`src/rtl/stage_sequencer.sv`:
```
// stage_sequencer
//   Central phase controller for the multicycle datapath. One phase counter
//   per instruction period. It issues one-cycle stage strobes at fixed
//   phases. It supports start, stall and graceful halt, and it counts
//   retired instructions.
//
// Ports
//   clock        system clock, rising edge
//   reset        synchronous active-high reset
//   start        begin/resume sequencing (level, honoured in IDLE/HALTED)
//   stall        freeze phase and suppress strobes while high
//   halt         request stop at end of current instruction (pulse or level)
//   phase        current phase, 0..PERIOD-1
//   en_if/id/ex/mem/wb  stage strobes
//   busy         high in RUN
//   done         high in HALTED
//   instr_count  retired instructions (wraps mod 2^IC_W)

// Per-stage strobe decode: high while the sequencer may fire and the phase
// matches this stage's slot.
module strobe_dec #(
  parameter int              CNT_W = 4,
  parameter logic [CNT_W-1:0] PH   = '0
) (
  input  logic             fire_ok,
  input  logic [CNT_W-1:0] phase,
  output logic             en
);
  assign en = fire_ok && (phase == PH);
endmodule

module stage_sequencer #(
  parameter int PERIOD = 10,
  parameter int PH_IF  = 1,
  parameter int PH_ID  = 2,
  parameter int PH_EX  = 3,
  parameter int PH_MEM = 4,
  parameter int PH_WB  = 5,
  parameter int CNT_W  = 4,
  parameter int IC_W   = 32
) (
  input  logic             clock,
  input  logic             reset,
  input  logic             start,
  input  logic             stall,
  input  logic             halt,
  output logic [CNT_W-1:0] phase,
  output logic             en_if,
  output logic             en_id,
  output logic             en_ex,
  output logic             en_mem,
  output logic             en_wb,
  output logic             busy,
  output logic             done,
  output logic [IC_W-1:0]  instr_count
);

  localparam int NUM_STB = 5;
  localparam int PH_TAB [NUM_STB] = '{PH_IF, PH_ID, PH_EX, PH_MEM, PH_WB};
  localparam logic [CNT_W-1:0] LAST = CNT_W'(PERIOD - 1);

  localparam bit PARAMS_OK =
    (PERIOD >= 1) && ((64'd1 << CNT_W) >= 64'(PERIOD)) &&
    (PH_IF  >= 0) && (PH_IF  < PERIOD) &&
    (PH_ID  >= 0) && (PH_ID  < PERIOD) &&
    (PH_EX  >= 0) && (PH_EX  < PERIOD) &&
    (PH_MEM >= 0) && (PH_MEM < PERIOD) &&
    (PH_WB  >= 0) && (PH_WB  < PERIOD) &&
    (PH_IF != PH_ID)  && (PH_IF != PH_EX)  && (PH_IF != PH_MEM) &&
    (PH_IF != PH_WB)  && (PH_ID != PH_EX)  && (PH_ID != PH_MEM) &&
    (PH_ID != PH_WB)  && (PH_EX != PH_MEM) && (PH_EX != PH_WB)  &&
    (PH_MEM != PH_WB);

  typedef enum logic [1:0] {
    IDLE   = 2'd0,
    RUN    = 2'd1,
    HALTED = 2'd2
  } state_t;

  state_t state;
  logic   halt_pending;
  logic   hp_eff;
  logic   fire_ok;
  logic [NUM_STB-1:0] stb;

  // A halt arriving in the wrap cycle counts as already pending.
  assign hp_eff = halt_pending | halt;

  always_ff @(posedge clock) begin
    if (reset) begin
      state        <= IDLE;
      phase        <= '0;
      halt_pending <= 1'b0;
      instr_count  <= '0;
    end else begin
      case (state)
        IDLE: begin
          phase <= '0;
          if (start) state <= RUN;
        end
        RUN: begin
          if (stall) begin
            // Phase and count frozen; halt still latched so it is not lost.
            if (halt) halt_pending <= 1'b1;
          end else if (phase == LAST) begin
            phase       <= '0;
            instr_count <= instr_count + 1'b1;
            if (hp_eff) begin
              state        <= HALTED;
              halt_pending <= 1'b0;
            end
          end else begin
            phase <= phase + 1'b1;
            if (halt) halt_pending <= 1'b1;
          end
        end
        HALTED: begin
          phase        <= '0;
          halt_pending <= 1'b0;
          if (start) state <= RUN;
        end
        default: begin
          state        <= IDLE;
          phase        <= '0;
          halt_pending <= 1'b0;
        end
      endcase
    end
  end

  // Strobes are a decode of registered state/phase, masked by stall and by
  // reset so an abandoned instruction never fires in the reset cycle.
  assign fire_ok = (state == RUN) && !stall && !reset;

  for (genvar i = 0; i < NUM_STB; i++) begin : g_stb
    strobe_dec #(
      .CNT_W (CNT_W),
      .PH    (CNT_W'(PH_TAB[i]))
    ) u_dec (
      .fire_ok (fire_ok),
      .phase   (phase),
      .en      (stb[i])
    );
  end

  assign en_if  = stb[0];
  assign en_id  = stb[1];
  assign en_ex  = stb[2];
  assign en_mem = stb[3];
  assign en_wb  = stb[4];

  assign busy = (state == RUN);
  assign done = (state == HALTED);

  // Simulation-only parameter legality check.
  always_ff @(posedge clock) begin
    assert (PARAMS_OK)
      else $error("stage_sequencer: illegal PERIOD/PH_X/CNT_W parameters");
  end

endmodule
```
`config.mk`:
```
export PLATFORM = sky130hd
export DESIGN_NAME = stage_sequencer
export DESIGN_NICKNAME = d
export VERILOG_FILES = /design/src/rtl/stage_sequencer.sv
export SDC_FILE = /design/constraint.sdc
export NUM_CORES = 1
export LEC_CHECK = 0
export BUFFER_PORTS_ARGS = -buffer_cell sky130_fd_sc_hd__buf_2
export CORE_ASPECT_RATIO = 0.8
export CORE_UTILIZATION = 53
export CTS_CLUSTER_SIZE = 40
export DETAILED_ROUTE_END_ITERATION = 8
export PLACE_DENSITY = 0.76
export SLEW_MARGIN = 20
export SYNTH_ARGS = -nofsm -noshare
export SYNTH_HDL_FRONTEND = slang
export SYNTH_HIERARCHICAL = 1
export SYNTH_SLANG_ARGS = --single-unit
```
`constraint.sdc`:
```
create_clock -name clock -period 2.2 [get_ports clock]
set_clock_uncertainty 0.1 [all_clocks]
set_input_delay 0.33 -clock clock [delete_from_list [all_inputs] [get_ports clock]]
set_output_delay 0.33 -clock clock [all_outputs]
set_load 0.01 [all_outputs]
```
==> summary.md <==
| Metric | Value |
|---|---|
| Routed met2 length | `2.13 mm` |
| H-tree depth | `2` |
| Largest net degree at the start of global routing | `between 40 and 50` |
| Most frequent cells in the layout | `buf_2, dfxtp_1, nor2_1` |
| Multi-input gate area in the final layout | `0.00124 mm²` |
| Top Metal Used | `met4` |
| Synth Flop Type | `dfxtp_1` |
| # DRC | `0` |
| RSZ-0062 raised after global routing | `no` |
| Top cell family by delay on the critical path | `simple AND/OR/NAND/NOR gates` |
| Area contributors post-synth | `dfxtp_1, mux2_2, a21oi_1, nor4_2, nor2b_1` |
| GRT Total Usage | `23.7%` |
| Reg clk slew, reported paths | `0.07 ns` |
| Critical Path AT | `around 2.1 ns` |
| Clk_lat worst skew | `~0.29 ns` |
| Area growth from synthesis to layout | `21.1%` |
| Vias per inst | `5.71` |
| CTS tree | `yes` |
| Clock Power Share | `41.2%` |
| Net Switching | `0.285 mW` |
| EDFF count, synth | `0` |
| CP max FO | `8` |
| Outcome | `finished clean` |
| Layout Nets | `300` |
| Cells along the critical path | `nand4_2 -> or4_4 -> nor4_4 -> mux2_1` |
| Final period utilization | `between 90 and 100%` |
| Row count | `19` |
| Netlist Area Pre-Place | `0.00208 mm²` |
| Type of the worst setup path | `reg2reg` |
| Initial antenna violation count | `0` |
| Core Area | `~0.0036 mm²` |
| Pwr per Cell Area | `514 mW/mm²` |
| Deepest clock path buffer count | `2` |
| YS warnings | `6` |
| Placed cell area | `0.00240 mm²` |
| Post-Synthesis Cells | `243` |
| PortBufs | `47` |
| Post-synth top area cell | `dfxtp_1` |
| Layout cells sized above 1 | `a little under a third` |
| Maximum vdd drop | `roughly 0.39 mV` |
| Final core occ | `70.2%` |
| Die H | `58.1 µm` |
| Vias in the first global route | `1,758` |
| Max Clock Freq | `486 MHz` |
| Detail Placement HPWL | `3.19 mm` |
| Leak | `1.01 nW` |
| Final setup viols | `0` |
| Mean area per synthesized cell | `8.57 µm²` |
| Placed cells | `approximately 340` |
| FF/Latch Area | `between 700 and 800 µm²` |
| CTS Root Cell | `clkbuf_8` |
| MaxCap Viol Count | `0` |
| Buf+Inv Stages, Crit Path | `0` |
| Routed len/inst | `13.4 µm` |
| Most common cell after layout, fill and taps aside | `buf_2` |
| Finished Cell Area | `0.00252 mm²` |
| # IOs | `48` |
| Switch share | `between 20% and 30%` |
| TritonCTS buffer count | `5` |
| # diodes | `0` |
| Comb pwr share | `3.8%` |
| Hold Fails Final Rpt | `0` |
| Setup tns final | `0 ns` |
| Worst Max-Slew Pin Slew | `0.458 ns` |
| Internal power | `1.01 mW` |
| Total Routed Length | `around 4.7 mm` |
| Critical-path top delay cell | `or4_4` |
| Worst Path Required | `2.28 ns` |
| Global-route wire length before repair | `7.75 mm` |
| Fraction of registers with async set/reset | `0%` |
| DRT iter0 DRCs | `137` |
| Final Slew Violations | `0` |
| Net count after synthesis | `around 250` |
| Fill cells | `309` |
| Slew HR | `69.2%` |
| Seq cells post-synth | `39` |
| Met3 WL | `205 µm` |
| Post-CTS setup buffer count | `0` |
| Die width | `72.1 µm` |
| Die Area | `roughly 0.0042 mm²` |
| Starting Density | `between 50% and 60%` |
| Part of the power in registers | `55.0%` |
| GPL Wtd Cong | `~0.85` |
| Crit start category | `register` |
| Clock sinks | `39` |
| Seq/Total Area, Yosys | `37.5%` |
| Final antenna-violating net count | `0` |
| Min cycle time layout | `2.06 ns` |
| Hold buffers post-CTS | `0` |
| Synth cell types | `39` |
| Crit-path max cell delay | `0.66 ns` |
| Drt pass-1 iters | `5` |
| Via count | `1,982` |
| Final global-route overflow total | `0` |
| HP Class | `in2reg` |
| Metal-1 WL | `around 2.2 mm` |
| Synth top area share | `37.5%` |
| Crit end category | `register` |
| Finished Layout Cells | `347` |
==> registers in the layout (all words and copies together) (netlist names) <==
register / flops
instr_count: 32
phase: 4
halt_pending: 1
state: 2
==> worst paths after layout <==
check                         end  slack [ns]  depth (start not counted)            start
setup / recovery  instr_count[29]        0.14                          4  instr_count[14]
hold / removal           state[0]        0.19                          3            start
setup reg to reg  instr_count[29]        0.14                          4  instr_count[14]
hold reg to reg   instr_count[11]        0.41                          2  instr_count[11]
==> stage by stage <==
stage                     setup WS (ns)  power [mW]  hold WS (ns)
final                             0.143        1.30         0.192
after global routing             0.0542        1.34         0.222
after CTS                        0.0480        1.30         0.191
after detailed placement         0.0117       0.775         0.395
after global placement           0.0798       0.774         0.396
after floorplan                   0.162       0.758         0.343
==> cell type report <==
class / count / area share (%)
multi-input cells: 185 / 49.1
inverters: 5 / 0.744
well taps: 52 / 2.58
repair buffers: 58 / 12.6
clock buffers: 8 / 3.97
flip-flops and latches: 39 / 31.0
==> repair_timing <==
item                       CTS  global route
pin swaps                    0             0
gates cloned                 0             0
setup endpoints to repair    3             5
gates resized for setup      2             3
==> Yosys cell counts (all sizes together) (4+ instances only) <==
cell type  instances
a21oi             21
buf                4
clkbuf            10
dfxtp             39
inv                5
mux2              11
nand2             13
nand2b             5
nand3             11
nand4              8
nor2              24
nor2b             15
nor3               6
nor4              12
o21ai             11
o31ai              9
or3                9
or4               10
==> worst reg2reg max path, delay by kind of cell, from the launching register on <==
| family | cells | cell delay [ns] |
|---|---|---|
| AND/OR/NAND/NOR | 3 | 1.08 |
| multiplexers | 1 | 0.35 |
| flip-flops | 1 | 0.42 |
==> cells by family after synthesis <==
family / count (synthesis) / share of synthesized area, %
AND/OR/NAND/NOR: 125 / 38.0
AO/OA/AOI/OAI: 42 / 11.4
flip-flops: 39 / 37.5
buffers and inverters: 19 / 3.97
multiplexers: 12 / 6.43
XOR/XNOR: 5 / 2.10
adder cells (fa/ha/maj): 1 / 0.601
==> metal layers <==
| metal | track usage [%] | up-vias |
|---|---|---|
| li1 | - | 994 |
| met1 | 31.1 | 931 |
| met2 | 38.2 | 50 |
| met3 | 4.35 | 7 |
| met4 | 10.6 | 0 |
| met5 | 0 | - |
==> power groups by stage <==
stage	clock network (mW)	logic [mW]	registers (mW)
floorplan	0	0.0283	0.730
global route	0.572	0.0543	0.714
detailed placement	0	0.0455	0.729
finish	0.534	0.0489	0.713
CTS	0.545	0.0459	0.713
global placement	0	0.0447	0.729
Note: power is estimated with default switching activity, not from simulation.
